### src/rtl/bemf_integrator.sv
// Multi-channel back-EMF integrator: 4-stage pipeline from ADC sample pair to
// calibrated, deadbanded velocity and a saturating per-channel position accumulator.
module bemf_integrator #(
  parameter int NUM_CH   = 4,
  parameter int ADC_W    = 10,
  parameter int ACC_W    = 20,
  parameter int DEADBAND = 20,
  localparam int CH_W    = $clog2(NUM_CH)
) (
  input  logic              clk,
  input  logic              rst_n,
  input  logic              in_valid,
  input  logic [CH_W-1:0]   in_ch,
  input  logic [ADC_W-1:0]  adc_h,
  input  logic [ADC_W-1:0]  adc_l,
  input  logic              calib_we,
  input  logic [CH_W-1:0]   calib_ch,
  input  logic [ACC_W-1:0]  calib_data,
  input  logic              clr_valid,
  input  logic [CH_W-1:0]   clr_ch,
  output logic              out_valid,
  output logic [CH_W-1:0]   out_ch,
  output logic [ACC_W-1:0]  pos_out,
  output logic [ACC_W-1:0]  vel_out,
  output logic [NUM_CH-1:0] sat_flags
);

  // in_valid/out_valid are one-cycle strobes with no back-pressure: every
  // cycle with in_valid high carries one sample, every out_valid cycle one result.

  localparam int PAD = ACC_W + 1 - ADC_W;
  localparam logic signed [ACC_W-1:0] DB_POS = ACC_W'(DEADBAND);
  localparam logic signed [ACC_W-1:0] DB_NEG = -DB_POS;

  function automatic logic [ACC_W-1:0] clamp(input logic [ACC_W:0] x);
    if (x[ACC_W] != x[ACC_W-1])
      clamp = x[ACC_W] ? {1'b1, {(ACC_W-1){1'b0}}} : {1'b0, {(ACC_W-1){1'b1}}};
    else
      clamp = x[ACC_W-1:0];
  endfunction

  logic              s0_valid, s1_valid, s2_valid;
  logic [CH_W-1:0]   s0_ch, s1_ch, s2_ch;
  logic [ADC_W-1:0]  s0_h, s0_l;
  logic [ACC_W:0]    s1_diff;
  logic [ACC_W-1:0]  s2_cal;
  logic [ACC_W-1:0]  calib [NUM_CH];
  logic [ACC_W-1:0]  acc   [NUM_CH];

  logic [ACC_W:0]    diff_c, cal_full, sum_full;
  logic [ACC_W-1:0]  calib_rd, acc_rd, vel_c, sum_sat;
  logic              vel_pass, sum_ovf, clr_hit;

  always_comb begin
    diff_c   = {{PAD{1'b0}}, s0_h} - {{PAD{1'b0}}, s0_l};
    calib_rd = calib[s1_ch];
    cal_full = s1_diff - {calib_rd[ACC_W-1], calib_rd};
    vel_pass = ($signed(s2_cal) > DB_POS) || ($signed(s2_cal) < DB_NEG);
    vel_c    = vel_pass ? s2_cal : '0;
    acc_rd   = acc[s2_ch];
    sum_full = {acc_rd[ACC_W-1], acc_rd} + {vel_c[ACC_W-1], vel_c};
    sum_ovf  = sum_full[ACC_W] ^ sum_full[ACC_W-1];
    sum_sat  = clamp(sum_full);
    clr_hit  = clr_valid && (clr_ch == s2_ch);
  end

  always_ff @(posedge clk or negedge rst_n) begin
    if (!rst_n) begin
      s0_valid <= 1'b0;
      s0_ch    <= '0;
      s0_h     <= '0;
      s0_l     <= '0;
      s1_valid <= 1'b0;
      s1_ch    <= '0;
      s1_diff  <= '0;
      s2_valid <= 1'b0;
      s2_ch    <= '0;
      s2_cal   <= '0;
    end else begin
      s0_valid <= in_valid;
      s0_ch    <= in_ch;
      s0_h     <= adc_h;
      s0_l     <= adc_l;
      s1_valid <= s0_valid;
      s1_ch    <= s0_ch;
      s1_diff  <= diff_c;
      s2_valid <= s1_valid;
      s2_ch    <= s1_ch;
      s2_cal   <= clamp(cal_full);
    end
  end

  // calib is read combinationally by S1, so a write landing on the same edge is not seen.
  always_ff @(posedge clk or negedge rst_n) begin
    if (!rst_n) begin
      for (int i = 0; i < NUM_CH; i++) calib[i] <= '0;
    end else if (calib_we) begin
      calib[calib_ch] <= calib_data;
    end
  end

  // The later clear assignment overrides the S3 write when both hit one channel.
  always_ff @(posedge clk or negedge rst_n) begin
    if (!rst_n) begin
      for (int i = 0; i < NUM_CH; i++) acc[i] <= '0;
      sat_flags <= '0;
      out_valid <= 1'b0;
      out_ch    <= '0;
      pos_out   <= '0;
      vel_out   <= '0;
    end else begin
      out_valid <= s2_valid;
      if (s2_valid) begin
        acc[s2_ch] <= sum_sat;
        if (sum_ovf) sat_flags[s2_ch] <= 1'b1;
        out_ch  <= s2_ch;
        vel_out <= vel_c;
        pos_out <= clr_hit ? '0 : sum_sat;
      end
      if (clr_valid) begin
        acc[clr_ch]       <= '0;
        sat_flags[clr_ch] <= 1'b0;
      end
    end
  end

endmodule

### config.mk
export PLATFORM = sky130hd
export DESIGN_NAME = bemf_integrator
export DESIGN_NICKNAME = d
export VERILOG_FILES = /design/src/rtl/bemf_integrator.sv
export SDC_FILE = /design/constraint.sdc
export NUM_CORES = 1
export LEC_CHECK = 0
export CAP_MARGIN = 20
export CELL_PAD_IN_SITES_DETAIL_PLACEMENT = 0
export CELL_PAD_IN_SITES_GLOBAL_PLACEMENT = 2
export CORE_ASPECT_RATIO = 2
export CORE_UTILIZATION = 40
export CTS_BUF_LIST = sky130_fd_sc_hd__clkbuf_16
export CTS_CLUSTER_SIZE = 10
export DETAILED_ROUTE_END_ITERATION = 16
export GPL_TIMING_DRIVEN = 0
export PLACE_DENSITY_LB_ADDON = 0.3
export SYNTH_ARGS = -nofsm -noshare
export SYNTH_HDL_FRONTEND = slang
export SYNTH_SLANG_ARGS = --single-unit
### constraint.sdc
create_clock -name clk -period 9.5 [get_ports clk]
set_input_delay 2.85 -clock clk [delete_from_list [all_inputs] [get_ports clk]]
set_output_delay 2.85 -clock clk [all_outputs]
set_load 0.03 [all_outputs]
==> impl_metrics.csv <==
group,metric,value,unit
synthesis,async_flop_share,1.00,
synthesis,synth-edff-count,0,
run_status,run_status,"finished clean",
cts,clk_pin_slew,60,ps
cells_and_area,seqCellArea,0.00668,mm^2
route,vias,9941,
cts,cts-root-buf,"clkbuf_16",
power,power.density,393,mW/mm^2
cells_and_area,n_antenna_cell,0,
critical_path,cp_max_fo,10,
timing,finalHoldViolations,0,
route,antenna_left,0,
global_routing,grt_max_degree,104,
die,die_h,264,um
cts,postCtsResizedCells,0,
power,clkPwrFrac,0.165,
timing,setup_slack,4310,ps
timing,fmax,193,MHz
placed_design,dpl_worst_slack,4300,ps
timing,fin_crit_sh,0.546,
cells_and_area,n_fill_cell,3157,
route,drc,0,
cells_and_area,area_growth,17.7,%
cts,htreeDepth,1,
cells_and_area,mostFrequentLayoutCell,"dfrtp_1",
power,power.internal,3430,uW
global_routing,antenna_found_initial,0,
critical_path,critPathCaptureType,"flip-flop",
global_routing,grtUsageTotal,0.232,
global_routing,grt_pass1_vias,10600,
timing,fin_hold_ws,341,ps
power,irDropWorstVdd,431,uV
critical_path,r2r_slack,4310,ps
cells_and_area,final_cell_mix,"dfrtp_1, mux2_2, clkdlybuf4s50_1",
synthesis,synth_ff_type,"dfrtp_1",
cts,cts_setup_buffers,0,
synthesis,ys_types,70,
cells_and_area,layout-drive-gt1-share,0.163,
die,die_area,0.0350,mm^2
cts,clk_latency,580,ps
cts,cts_tree,"yes",
die,placement_rows,95,
critical_path,crit_type,"reg -> reg",
critical_path,start_kind,"flip-flop",
power,p_sw_frac,0.457,
synthesis,ys_seq_elements,267,
power,power,6320,uW
timing,setup_viol,0,
global_routing,grt_pass1_wl,61100,um
power,comb_power_share,0.560,
synthesis,syn_nets,1298,
timing,max_slew_margin,0.336,
timing,tightest_slew,996,ps
route,wire_per_inst,22.0,um
synthesis,syn_area_per_cell,11.5,um^2
die,ioPinCount,98,
timing,min_period,5190,ps
placed_design,portBuffers,97,
power,p_switching,2890,uW
cts,cts_buffer_depth,3,
critical_path,critPathArrivalTime,5620,ps
synthesis,ys_seq_area_frac,0.488,
placed_design,gp_congestion,0.884,
cts,hold_buffers,0,
timing,rsz0062_at_grt,"no",
cts,numCtsBuffers,31,
power,power_frac_seq,0.275,
worst_hold_path,worstHoldPathType,"reg -> reg",
cells_and_area,layout.nets,1430,
power,leakagePower,0.00682,uW
die,start_util,0.407,
route,via_per_inst,5.64,
cells_and_area,multiInputGateArea,0.00646,mm^2
cts,cts.sinks,267,
timing,slew_viol_final,0,
placed_design,place_hpwl,29900,um
timing,skew,21.8,ps
critical_path,required,9930,ps
global_routing,overflow,0,
die,core,0.0336,mm^2
route,drtIter0Drc,519,
run,drv_cap,0,
synthesis,synth_warnings,0,
route,drt_wl_total,38800,um
route,dr.pass1.iters,5,
synthesis,syn_inst,1194,
synthesis,synth.cell_area,0.0137,mm^2
die,die_w,133,um
## cells by family after synthesis
| kind of cell | Yosys count | share of synthesized area |
|---|---|---|
| flops | 267 | 0.488 |
| mux | 145 | 0.152 |
| compound gates | 346 | 0.162 |
| fa+ha+maj | 69 | 0.0624 |
| xor+xnor | 35 | 0.0229 |
| buf+inv | 137 | 0.0399 |
| simple gates | 195 | 0.0730 |
## area by class of cell
type	count	area share
plain buffers	69	0.0180
clock buffers	31	0.0482
clock inverters	4	0.00396
inverters	68	0.0159
multi-input cells	790	0.401
flip-flops and latches	267	0.415
well taps	436	0.0339
repair buffers	99	0.0640
## flip-flops by register name, indices dropped and copies added (netlist names), 4 cells and up
| signal | flops |
|---|---|
| s0_h | 10 |
| sat_flags | 4 |
| s0_l | 10 |
| pos_out | 20 |
| calib | 80 |
| s2_cal | 20 |
| vel_out | 20 |
| acc | 80 |
| s1_diff | 11 |
## critical path: stages, from the launching register on
cell	delay, ps
dfrtp_1	320
clkbuf_1	370
buf_1	570
clkbuf_1	610
mux4_2	530
ha_1	320
clkbuf_1	290
nand4_1	190
a211oi_1	290
and2_1	210
a221oi_2	70
and2_1	180
buf_4	180
buf_6	160
xnor2_1	580
o31ai_1	180
## power by group through the flow
stage          registers [uW]  logic, uW  clock network, uW
6_report                 1740       3540               1050
5_1_grt                  1780       3800               1120
4_1_cts                  1740       3560               1080
3_5_place_dp             1750       3540                  0
3_3_place_gp             1740       3520                  0
2_1_floorplan            1870       2140                  0
## routing by layer
metal,part of all wire,global-route usage,vias up
met1,0.33,0.220,4976
met2,0.58,0.460,230
met3,0.032,0.0254,96
li1,-,-,4639
met4,0.065,0.142,0
met5,0,0,-
## worst paths after layout
path / startpoint / to / cells after the start
worst max-delay path: s2_ch[1]$_DFF_PN0_ / sat_flags[3]$_DFF_PN0_ / 15
worst min-delay path: s1_valid$_DFF_PN0_ / s2_valid$_DFF_PN0_ / 0
worst max register to register: s2_ch[1]$_DFF_PN0_ / sat_flags[3]$_DFF_PN0_ / 15
worst min register to register: s1_valid$_DFF_PN0_ / s2_valid$_DFF_PN0_ / 0
max in group asynchronous: rst_n / calib[37]$_DFFE_PN0P_ / 2
min in group asynchronous: rst_n / s0_l[5]$_DFF_PN0_ / 1
## cell usage after synthesis, types with 6 or more instances
cell / n / area [um^2]
nand3_1: 12 / 60.1
nand4_1: 8 / 50.1
o21ai_0: 94 / 470
xnor2_1: 20 / 175
inv_1: 68 / 255
xor2_1: 14 / 123
o221ai_1: 14 / 123
a211oi_1: 28 / 210
o21a_1: 12 / 90.1
o211ai_1: 13 / 97.6
dfrtp_1: 267 / 6680
mux4_2: 40 / 901
or3_1: 7 / 43.8
nand2b_1: 8 / 50.1
buf_2: 10 / 50.1
clkbuf_1: 51 / 191
o21ai_1: 14 / 70.1
a21oi_1: 84 / 420
nand2_1: 43 / 161
maj3_2: 7 / 78.8
nor3_1: 6 / 30.0
ha_1: 50 / 626
and3_1: 22 / 138
mux2_2: 102 / 1150
and2_1: 12 / 75.1
nor2b_1: 8 / 50.1
o22ai_1: 10 / 62.6
a31oi_1: 17 / 106
maj3_1: 9 / 90.1
nor2_1: 46 / 173
a21o_1: 18 / 135
## through the flow
| stage | instance area (um^2) | std cells | setup TNS [ps] | utilization |
|---|---|---|---|---|
| floorplan | 13700 | 1194 | 0 | - |
| global placement | 15200 | 1727 | -1479510 | 0.452 |
| detailed placement | 15300 | 1729 | 0 | 0.454 |
| CTS | 16100 | 1764 | 0 | 0.479 |
| global route | 16100 | 1764 | 0 | 0.479 |
| finish | 16100 | 1764 | 0 | 0.479 |
Power figures use the tool's default switching activity.
